File: src/rtl/reg_encodeiotx_pkg.sv
// Shared definitions for the IO decode UART transmit path: register map, cfg bits,
// FSM encoding and the Baud8 increment format common with the decode trigger receiver.
package reg_encodeiotx_pkg;

  localparam int MAX_BYTES = 8;

  localparam logic [5:0] ADDR_CFG  = 6'd59;
  localparam logic [5:0] ADDR_DATA = 6'd60;

  localparam int CFG_GO       = 0;
  localparam int CFG_ARM      = 1;
  localparam int CFG_TWO_STOP = 2;
  localparam int CFG_PAR_EN   = 3;
  localparam int CFG_PAR_EVEN = 4;
  localparam int CFG_ABORT    = 5;

  // Baud8: 16-bit phase increment, one tick8 per accumulator carry, 8 tick8 per bit
  localparam int BAUD8_W = 16;
  typedef logic [BAUD8_W-1:0] baud8_inc_t;
  localparam baud8_inc_t BAUD8_RESET_INC = 16'h0001;

  typedef enum logic [2:0] {
    ST_IDLE   = 3'd0,
    ST_LOAD   = 3'd1,
    ST_START  = 3'd2,
    ST_DATA   = 3'd3,
    ST_PARITY = 3'd4,
    ST_STOP   = 3'd5
  } tx_state_t;

endpackage

File: src/rtl/iotx_baud_gen.sv
// Baud8 phase accumulator with a divide-by-8 bit tick; a clear restarts the bit
// phase so the cycle carrying the clear already counts as the first of the bit.
module iotx_baud_gen
  import reg_encodeiotx_pkg::*;
(
  input  logic       clk,
  input  logic       reset_i,
  input  logic       clear,
  input  baud8_inc_t inc,
  output logic       tick8,
  output logic       bit_tick
);

  logic [BAUD8_W:0] acc;
  logic [2:0]       tick_cnt;

  always_ff @(posedge clk) begin
    if (reset_i) begin
      acc      <= '0;
      tick_cnt <= '0;
    end else if (clear) begin
      acc      <= {1'b0, inc};
      tick_cnt <= '0;
    end else begin
      acc <= {1'b0, acc[BAUD8_W-1:0]} + {1'b0, inc};
      if (tick8) tick_cnt <= tick_cnt + 3'd1;
    end
  end

  assign tick8    = acc[BAUD8_W];
  assign bit_tick = tick8 && (tick_cnt == 3'd7);

endmodule

File: src/rtl/reg_encodeiotx.sv
// Register-programmed UART byte-sequence transmitter (1..8 bytes per start).
// Define IODECODETX_TRIG_EN to enable the ARM bit and the trig_in start path.
module reg_encodeiotx
  import reg_encodeiotx_pkg::*;
(
  input  logic        clk,
  input  logic        reset_i,
  input  logic [5:0]  reg_address,
  input  logic [15:0] reg_bytecnt,
  input  logic [7:0]  reg_datai,
  output logic [7:0]  reg_datao,
  input  logic [15:0] reg_size,
  input  logic        reg_read,
  input  logic        reg_write,
  input  logic        reg_addrvalid,
  output logic        reg_stream,
  input  logic [5:0]  reg_hypaddress,
  output logic [15:0] reg_hyplen,
  input  logic        trig_in,
  output logic        txd,
  output logic        tx_busy,
  output logic        tx_done
);

  tx_state_t  state, state_next;
  logic       two_stop, par_en, par_even, arm, done_sticky;
  logic [3:0] n_cfg, n_eff;
  baud8_inc_t inc;
  logic [7:0] data_mem [MAX_BYTES];
  logic [7:0] shift;
  logic       par_bit;
  logic [2:0] idx, bit_cnt, sel;
  logic       in_range, cfg_wr, data_wr, go_wr, abort_wr, rate_wr;
  logic       abort_req, start_req, trig_start;
  logic       baud_clear, tick8, bit_tick, done_next, more_bytes, stop_last;
  logic [7:0] rd_mux;
  logic       unused_ok;

  assign sel        = reg_bytecnt[2:0];
  assign in_range   = (reg_bytecnt[15:3] == '0);
  assign cfg_wr     = reg_write && in_range && (reg_address == ADDR_CFG);
  assign data_wr    = reg_write && in_range && (reg_address == ADDR_DATA);
  assign go_wr      = cfg_wr && (sel == 3'd0) && reg_datai[CFG_GO];
  assign abort_wr   = cfg_wr && (sel == 3'd0) && reg_datai[CFG_ABORT];
  assign rate_wr    = cfg_wr && (sel >= 3'd1) && (sel <= 3'd3);
  // Changing count or baud mid-sequence would corrupt the frame, so it aborts
  assign abort_req  = tx_busy && (abort_wr || rate_wr);
  assign start_req  = go_wr || trig_start;
  assign n_eff      = (n_cfg > 4'd8) ? 4'd8 : n_cfg;
  assign more_bytes = ({1'b0, idx} + 4'd1) < n_eff;
  assign stop_last  = !two_stop || (bit_cnt == 3'd1);
  assign tx_busy    = (state != ST_IDLE);
  assign reg_stream = 1'b0;
  assign reg_hyplen = ((reg_hypaddress == ADDR_CFG) || (reg_hypaddress == ADDR_DATA)) ? 16'd8 : 16'd0;
  assign unused_ok  = ^{reg_size, reg_addrvalid, tick8};

`ifdef IODECODETX_TRIG_EN
  logic [2:0] trig_sync;

  always_ff @(posedge clk) begin
    if (reset_i) begin
      trig_sync <= '0;
      arm       <= 1'b0;
    end else begin
      trig_sync <= {trig_sync[1:0], trig_in};
      if (cfg_wr && (sel == 3'd0)) arm <= reg_datai[CFG_ARM];
    end
  end

  assign trig_start = arm && trig_sync[1] && !trig_sync[2];
`else
  logic unused_trig;
  assign unused_trig = trig_in;
  assign arm         = 1'b0;
  assign trig_start  = 1'b0;
`endif

  always_ff @(posedge clk) begin
    if (reset_i) begin
      two_stop <= 1'b0;
      par_en   <= 1'b0;
      par_even <= 1'b0;
      n_cfg    <= '0;
      inc      <= BAUD8_RESET_INC;
      for (int i = 0; i < MAX_BYTES; i++) data_mem[i] <= '0;
    end else begin
      if (cfg_wr) begin
        case (sel)
          3'd0: begin
            two_stop <= reg_datai[CFG_TWO_STOP];
            par_en   <= reg_datai[CFG_PAR_EN];
            par_even <= reg_datai[CFG_PAR_EVEN];
          end
          3'd1: n_cfg      <= reg_datai[3:0];
          3'd2: inc[7:0]   <= reg_datai;
          3'd3: inc[15:8]  <= reg_datai;
          default: ;
        endcase
      end
      if (data_wr) data_mem[sel] <= reg_datai;
    end
  end

  always_comb begin
    rd_mux = '0;
    if (in_range && (reg_address == ADDR_CFG)) begin
      case (sel)
        3'd0:    rd_mux = {2'b00, par_even, par_en, two_stop, arm, 1'b0};
        3'd1:    rd_mux = {4'b0000, n_cfg};
        3'd2:    rd_mux = inc[7:0];
        3'd3:    rd_mux = inc[15:8];
        3'd4:    rd_mux = {6'b0, done_sticky, tx_busy};
        default: rd_mux = '0;
      endcase
    end else if (in_range && (reg_address == ADDR_DATA)) begin
      rd_mux = data_mem[sel];
    end
  end

  always_ff @(posedge clk) begin
    if (reset_i) begin
      reg_datao   <= '0;
      done_sticky <= 1'b0;
    end else begin
      if (reg_read) reg_datao <= rd_mux;
      if (done_next) done_sticky <= 1'b1;
      else if (go_wr) done_sticky <= 1'b0;
    end
  end

  iotx_baud_gen u_baud (
    .clk      (clk),
    .reset_i  (reset_i),
    .clear    (baud_clear),
    .inc      (inc),
    .tick8    (tick8),
    .bit_tick (bit_tick)
  );

  // The baud phase is cleared on entry to LOAD so LOAD is the first cycle of the start bit
  always_comb begin
    state_next = state;
    baud_clear = 1'b0;
    done_next  = 1'b0;
    case (state)
      ST_IDLE:   if (start_req && (n_eff != 4'd0)) begin
                   state_next = ST_LOAD;
                   baud_clear = 1'b1;
                 end
      ST_LOAD:   state_next = ST_START;
      ST_START:  if (bit_tick) state_next = ST_DATA;
      ST_DATA:   if (bit_tick && (bit_cnt == 3'd7)) state_next = par_en ? ST_PARITY : ST_STOP;
      ST_PARITY: if (bit_tick) state_next = ST_STOP;
      ST_STOP:   if (bit_tick && stop_last) begin
                   if (more_bytes) begin
                     state_next = ST_LOAD;
                     baud_clear = 1'b1;
                   end else begin
                     state_next = ST_IDLE;
                     done_next  = 1'b1;
                   end
                 end
      default:   state_next = ST_IDLE;
    endcase
    if (abort_req) begin
      state_next = ST_IDLE;
      baud_clear = 1'b0;
      done_next  = 1'b0;
    end
  end

  always_ff @(posedge clk) begin
    if (reset_i) begin
      state   <= ST_IDLE;
      idx     <= '0;
      bit_cnt <= '0;
      shift   <= '0;
      par_bit <= 1'b0;
      tx_done <= 1'b0;
    end else begin
      state   <= state_next;
      tx_done <= done_next;
      if (state_next != state) bit_cnt <= '0;
      else if (bit_tick) bit_cnt <= bit_cnt + 3'd1;
      if (state == ST_IDLE) idx <= '0;
      else if ((state == ST_STOP) && (state_next == ST_LOAD)) idx <= idx + 3'd1;
      if (state == ST_LOAD) begin
        shift   <= data_mem[idx];
        par_bit <= (^data_mem[idx]) ^ ~par_even;
      end else if ((state == ST_DATA) && bit_tick) begin
        shift <= {1'b0, shift[7:1]};
      end
    end
  end

  always_comb begin
    case (state)
      ST_LOAD, ST_START: txd = 1'b0;
      ST_DATA:           txd = shift[0];
      ST_PARITY:         txd = par_bit;
      default:           txd = 1'b1;
    endcase
  end

endmodule

File: config.mk
export PLATFORM = sky130hd
export DESIGN_NAME = reg_encodeiotx
export DESIGN_NICKNAME = d
export VERILOG_FILES = /design/src/rtl/reg_encodeiotx_pkg.sv /design/src/rtl/iotx_baud_gen.sv /design/src/rtl/reg_encodeiotx.sv
export SDC_FILE = /design/constraint.sdc
export NUM_CORES = 1
export LEC_CHECK = 0
export BUFFER_PORTS_ARGS = -buffer_cell sky130_fd_sc_hd__buf_2
export CORE_ASPECT_RATIO = 0.5
export CORE_UTILIZATION = 61
export DETAILED_ROUTE_END_ITERATION = 10
export GPL_TIMING_DRIVEN = 0
export HOLD_SLACK_MARGIN = 0.03
export PLACE_DENSITY = 0.85
export SYNTH_ARGS = -nofsm -noshare
export SYNTH_HDL_FRONTEND = slang
export SYNTH_SLANG_ARGS = --single-unit
File: constraint.sdc
create_clock -name clk -period 7.9 [get_ports clk]
set_input_delay 1.58 -clock clk [delete_from_list [all_inputs] [get_ports clk]]
set_output_delay 1.58 -clock clk [all_outputs]
set_load 0.005 [all_outputs]
==> flow_summary.toml, run 1 <==
[min_path]
min_delay_path_depth = 2
type_of_the_most_critical_hold_path = "flip-flop to flip-flop"
min_to = "shift[4]"
min_from = "shift[4]"

[logic_synthesis]
netlist-cell-type-count = 71
yosys-top-cells-area = "sky130_fd_sc_hd__edfxtp_1, sky130_fd_sc_hd__dfxtp_1, sky130_fd_sc_hd__mux4_2"
postSynthAreaPerCell_sq_um = 10.4
ys_ff_latch = 138
yosys_warnings = 0
synth_async_sr_flop_share = 0
synth_edf_count = 64
syn-instance-count = 749
synth-main-ff-cell = "sky130_fd_sc_hd__dfxtp_1"
synth_seq_area_share = 0.435
synth.cell_area_sq_um = 7820
yosysTopAreaCellShare = 0.246
synthDominantAreaCellType = "sky130_fd_sc_hd__edfxtp_1"

[sta]
maximum_frequency_from_static_timing_analysis_mhz = 216
timing.setup.tns_ns = 0
fin_worst_hold_slack_ns = 0.456
timing.clock.skew_ns = 0.00627
timing.final.max_slew_violations = 0
finalWorstPathRequiredPeriod_ns = 4.62
report.final.hold_viol_count = 0
rsz0062_at_grt = "no"
post-route-period-util = 0.585
finalSetupViolations = 0
postLayoutSetupSlackWorst_ns = 3.28
max_slew.worst_pin.slew_ns = 1.39
worst_slew_margin_rel = 0.0607

[routing]
drt-pass1-iter-count = 6
routed_wirelength_mm = 20.8
drtAntennaViolNets = 0
drc_errors = 0
drt_iter0_markers = 761
avgViaCountPerCell = 6.38
routed_wire_length_per_instance_um = 20.6
route.vias.total = 6442

[cells_and_area]
final_nets = 915
antennaDiodeCount = 0
most-common-layout-cells = "sky130_fd_sc_hd__nor2_1, sky130_fd_sc_hd__dfxtp_1, sky130_fd_sc_hd__and2_1"
final_layout_size_suffix_gt1_frac = 0.188
n_fill_cell = 811
layoutNonFillerInstCount = 1009
area_growth_pct = 13.7

[pwr]
fin_total_pwr_mw = 1.67
power_density_nw_per_um2 = 188
power.ir.vdd_worst_v = 0.000152
switching_fraction_of_total_power = 0.250
net-switching-power_mw = 0.418
sequentialPowerShare = 0.465
power.static_leakage_nw = 3.37
internal_power_mw = 1.26
p_clk_frac = 0.463
fraction_of_power_consumed_by_combinational_cells = 0.072

[cts]
cts.reportedPaths.clkPinSlew_ns = 0.06
cts_inserted_buffers = 17
resized_cells_post_cts = 0
cts_hold_repair.buffers = 0
htree_num_levels = 4
cts-root-buf = "sky130_fd_sc_hd__clkbuf_16"
max-clock-path-buffers = 2
cts_tree = "built"
cts.sinks = 138
postCtsSetupBuffers = 0
clock_latency_ns = 0.43

[critical_path]
cp_class = "primary input to flip-flop"
timing.reg2reg.setup_slack_ns = 4.98
crit_reg_reg_startpoint = "idx[0]"
critical_path_arrival_ns = 4.66
maximum_fanout_along_the_worst_path = 8
r2r-end = "u_baud.acc[13]"
critPathRequiredTime_ns = 7.93
worstRegToRegCells = 10
end_kind = "flip-flop"
start_kind = "primary input"

[floorplanning]
design.core.area_sq_um = 12200
dieArea_sq_um = 13300
row_count = 28
start_util = 0.643
die_w_um = 162
die_y_um = 82.0
design.portCount = 86

[status]
outcome = "completed"

[global_route]
antenna_found_initial = 0
global_route_wire_length_before_repair_mm = 31.5
globalRoute.totalOverflow = 0
first_global_vias = 5965
grt_start_max_net_pins = 17
grt_util_all_layers = 0.324

[placed_design]
dp_hpwl_mm = 14.2
place.detailed.instances = 977
dpl_worst_slack_ns = 2.94
count_of_port_buffers_added_during_placement = 48
routabilityCongestion = 0.904

[job]
cap_violations = 0
## through the flow
stage / util / cell area (sq um)
finish: 0.731 / 8890
global route: 0.731 / 8890
floorplan: - / 7870
global placement: 0.684 / 8320
detailed placement: 0.684 / 8320
CTS: 0.731 / 8890
## routing by layer
| layer | track usage | vias to the layer above | part of all wire |
|---|---|---|---|
| met5 | 0 | - | 0 |
| met4 | 0.188 | 0 | 0.043 |
| met3 | 0.0778 | 85 | 0.095 |
| met2 | 0.555 | 414 | 0.47 |
| met1 | 0.383 | 3070 | 0.39 |
| li1 | - | 2873 | - |
## worst max-delay path by stage
stage,startpoint,end,slack [ns],cells after the start
3_5_place_dp,reg_bytecnt[4],data_mem[2][6],2.94,6
2_1_floorplan,reg_bytecnt[5],data_mem[0][0],3.89,5
4_1_cts,reg_bytecnt[4],data_mem[0][2],3.30,6
6_report,reg_bytecnt[4],data_mem[2][4],3.28,6
5_1_grt,reg_bytecnt[4],data_mem[1][2],3.18,6
3_3_place_gp,reg_bytecnt[5],data_mem[1][1],3.02,6
## worst max-delay path, stage by stage
cell                       delay (ns)
sky130_fd_sc_hd__buf_2           0.10
sky130_fd_sc_hd__nor4_2          0.28
sky130_fd_sc_hd__nand4_2         0.28
sky130_fd_sc_hd__nor4b_2         0.71
sky130_fd_sc_hd__nand4b_1        0.48
sky130_fd_sc_hd__o21ai_0         1.22
## final cells by class
cell class	instances	area, sq um	area share
Timing Repair Buffer	48	240	0.0270
Clock buffer	18	429	0.0483
Clock inverter	14	138	0.0155
Inverter	12	45.0	0.00507
Multi-Input combinational cell	556	4110	0.463
Buffer	58	313	0.0352
Tap cell	165	206	0.0232
Sequential cell	138	3400	0.383
## synthesized netlist by cell type, drive strengths merged (12+ instances only)
| cell | n |
|---|---|
| nor2 | 75 |
| dfxtp | 74 |
| and2 | 66 |
| edfxtp | 64 |
| mux2i | 53 |
| nand2 | 50 |
| a21oi | 44 |
| mux4 | 30 |
| buf | 29 |
| clkbuf | 29 |
| o21ai | 27 |
| ha | 25 |
| nor3 | 23 |
| xnor2 | 16 |
| a211oi | 15 |
| nand3 | 15 |
| inv | 12 |
## sequential cells by signal (all words and copies together), names as in the netlist, named ones only
signal / flops
data_mem: 64
u_baud.acc: 17
inc: 16
reg_datao: 8
shift: 8
n_cfg: 4
bit_cnt: 3
idx: 3
state: 3
u_baud.tick_cnt: 3
done_sticky: 1
par_bit: 1
par_en: 1
par_even: 1
two_stop: 1
tx_done: 1
## power groups by stage
stage	clock (mW)	sequential [mW]	combinational [mW]
detailed placement	0	0.793	0.115
global placement	0	0.791	0.112
global route	0.803	0.780	0.126
CTS	0.772	0.778	0.117
finish	0.776	0.779	0.120
floorplan	0	0.788	0.0749
## cells by family (layout without fill, tap and decap cells)
kind of cell | Yosys count | count (layout) | share of synthesized area
simple gates | 274 | 274 | 0.184
flops | 138 | 138 | 0.435
fa+ha+maj | 26 | 26 | 0.0426
compound gates | 133 | 133 | 0.110
other cells | 1 | 16 | 0.000480
mux | 86 | 86 | 0.159
xor+xnor | 21 | 21 | 0.0235
buf+inv | 70 | 150 | 0.0458
Note: power is estimated with default switching activity, not from simulation.
==> run 2, diff against run 1 <==
Settings changed: CORE_UTILIZATION 61 to 59, PLACE_DENSITY 0.85 to 0.82.
Clock period 7.9 ns to 4.5 ns, I/O delays scaled along.
==> run 2 against run 1 <==
First-iteration DRC count shrank 3.7%. Non-clock buffer count did not move. Global-route usage decreased by 2.2 points. Worst hold slack better by 0.0028 ns. Power increased by 75%. Final cell count grew 0.50%. Routed wire length decreased by 5.4%. Sequential power grew 76%. Setup slack got worse by 2.7 ns. Largest power group unchanged. Highest routed layer unchanged.
==> flow_summary.toml, run 2 (same netlist as run 1, synthesis figures left out) <==
[cells_and_area]
most-common-layout-cells = "sky130_fd_sc_hd__nor2_1, sky130_fd_sc_hd__dfxtp_1, sky130_fd_sc_hd__and2_1"
layout_top_registers = "data_mem x64, u_baud.acc x17, inc x16"
multiInputGateArea_sq_um = 4110
largest-register = "data_mem"
layoutNonFillerInstCount = 1014
antennaDiodeCount = 0
area_growth_pct = 13.8
n_fill_cell = 942
final_nets = 915
regArea_sq_um = 3400
final_layout_size_suffix_gt1_frac = 0.188
flip_flop_count_of_the_largest_register_all_copies_and_words_added = 64

[floorplanning]
design.core.area_sq_um = 12800
design.portCount = 86
die_y_um = 83.4
row_count = 29
dieArea_sq_um = 13700
start_util = 0.610
die_w_um = 165

[critical_path]
worstRegToRegCells = 10
timing.critical_path.slowest_stage_cell = "sky130_fd_sc_hd__o21ai_0"
end_kind = "flip-flop"
endpoint = "data_mem[0][4]"
crit_path_max_incr_delay_ns = 1.14
r2r-end = "u_baud.acc[11]"
crit_reg_reg_startpoint = "idx[0]"
timing.reg2reg.setup_slack_ns = 1.59
critPathRequiredTime_ns = 4.53
critical_path_arrival_ns = 3.92
worstSetupStartpoint = "reg_bytecnt[5]"
start_kind = "primary input"
crit_chain = "buf_2, nor4_2, nand4_2, nor4b_2, nand4b_1, o21ai_0"
cp_class = "primary input to flip-flop"
maximum_fanout_along_the_worst_path = 8

[routing]
routed_wire_length_per_instance_um = 19.4
drc_errors = 0
wirelength_met1_mm = 8.00
drtAntennaViolNets = 0
drt-pass1-iter-count = 7
routed.top_layer = "met4"
avgViaCountPerCell = 6.16
route.vias.total = 6249
wl_met3_mm = 1.78
routed_wirelength_mm = 19.7
drt_iter0_markers = 733
met2_length_mm = 9.33

[placed_design]
place.detailed.instances = 982
routabilityCongestion = 0.896
count_of_port_buffers_added_during_placement = 48
dp_hpwl_mm = 14.1

[cts]
postCtsSetupBuffers = 0
cts_hold_repair.buffers = 0
cts_inserted_buffers = 17
cts-root-buf = "sky130_fd_sc_hd__clkbuf_16"
max-clock-path-buffers = 2
resized_cells_post_cts = 0
cts_tree = "built"
cts.reportedPaths.clkPinSlew_ns = 0.06
htree_num_levels = 4
cts.sinks = 138
clock_latency_ns = 0.42

[global_route]
antenna_found_initial = 0
first_global_vias = 5886
grt_util_all_layers = 0.302
global_route_wire_length_before_repair_mm = 31.0
globalRoute.totalOverflow = 0
grt_start_max_net_pins = 17

[sta]
timing.setup.tns_ns = 0
finalSetupViolations = 0
timing.final.max_slew_violations = 0
maximum_frequency_from_static_timing_analysis_mhz = 257
max_slew.worst_pin.slew_ns = 1.31
timing.clock.skew_ns = 0.00863
rsz0062_at_grt = "no"
report.final.hold_viol_count = 0
post-route-period-util = 0.864
finalWorstPathRequiredPeriod_ns = 3.89
worst_slew_margin_rel = 0.117

[status]
outcome = "completed"

[pwr]
power_density_nw_per_um2 = 330
power.ir.vdd_worst_v = 0.000223
power.static_leakage_nw = 3.37

[job]
cap_violations = 0

[min_path]
type_of_the_most_critical_hold_path = "flip-flop to flip-flop"
min_from = "shift[4]"
-- run 2: area by class of cell --
class,instances,area share
well taps,170,0.0239
repair buffers,48,0.0270
clock buffers,18,0.0483
multi-input cells,556,0.462
flip-flops and latches,138,0.383
clock inverters,14,0.0156
plain buffers,58,0.0352
inverters,12,0.00506
-- run 2: worst min path at each step --
stage                to  slack, ns  depth (start not counted)
3_5_place_dp   shift[5]       0.45                          2
4_1_cts        shift[5]       0.46                          2
2_1_floorplan  shift[5]       0.43                          2
3_3_place_gp   shift[5]       0.44                          2
5_1_grt        shift[5]       0.49                          2
6_report       shift[4]       0.46                          2
-- run 2: through the flow --
stage | power (mW) | hold slack [ns] | utilization | area [sq um] | worst slack [ns]
3_5_place_dp | 1.59 | 0.448 | 0.650 | 8330 | 0.138
3_3_place_gp | 1.59 | 0.441 | 0.650 | 8330 | 0.295
6_report | 2.93 | 0.459 | 0.694 | 8890 | 0.611
4_1_cts | 2.93 | 0.457 | 0.694 | 8890 | 0.525
2_1_floorplan | 1.52 | 0.432 | - | 7870 | 1.17
5_1_grt | 3.01 | 0.492 | 0.694 | 8890 | 0.390
-- run 2: critical path: cells and delay by family --
| family | cells | cell delay (ns) |
|---|---|---|
| AOI/OAI and AO/OA | 1 | 1.14 |
| buffers and inverters | 1 | 0.10 |
| and+or+nand+nor | 4 | 1.76 |
-- run 2: power breakdown --
part	internal, mW	switching (mW)	total (mW)
Clock	0.775	0.585	1.36
Sequential	1.35	0.0196	1.37
Combinational	0.0881	0.119	0.207
Total	2.21	0.724	2.93
-- run 2: routing by layer --
layer  track usage  vias to the layer above
met1         0.409                     2996
met3        0.0589                       58
met2         0.480                      305
met5             0                        -
met4         0.119                        0
li1              -                     2890
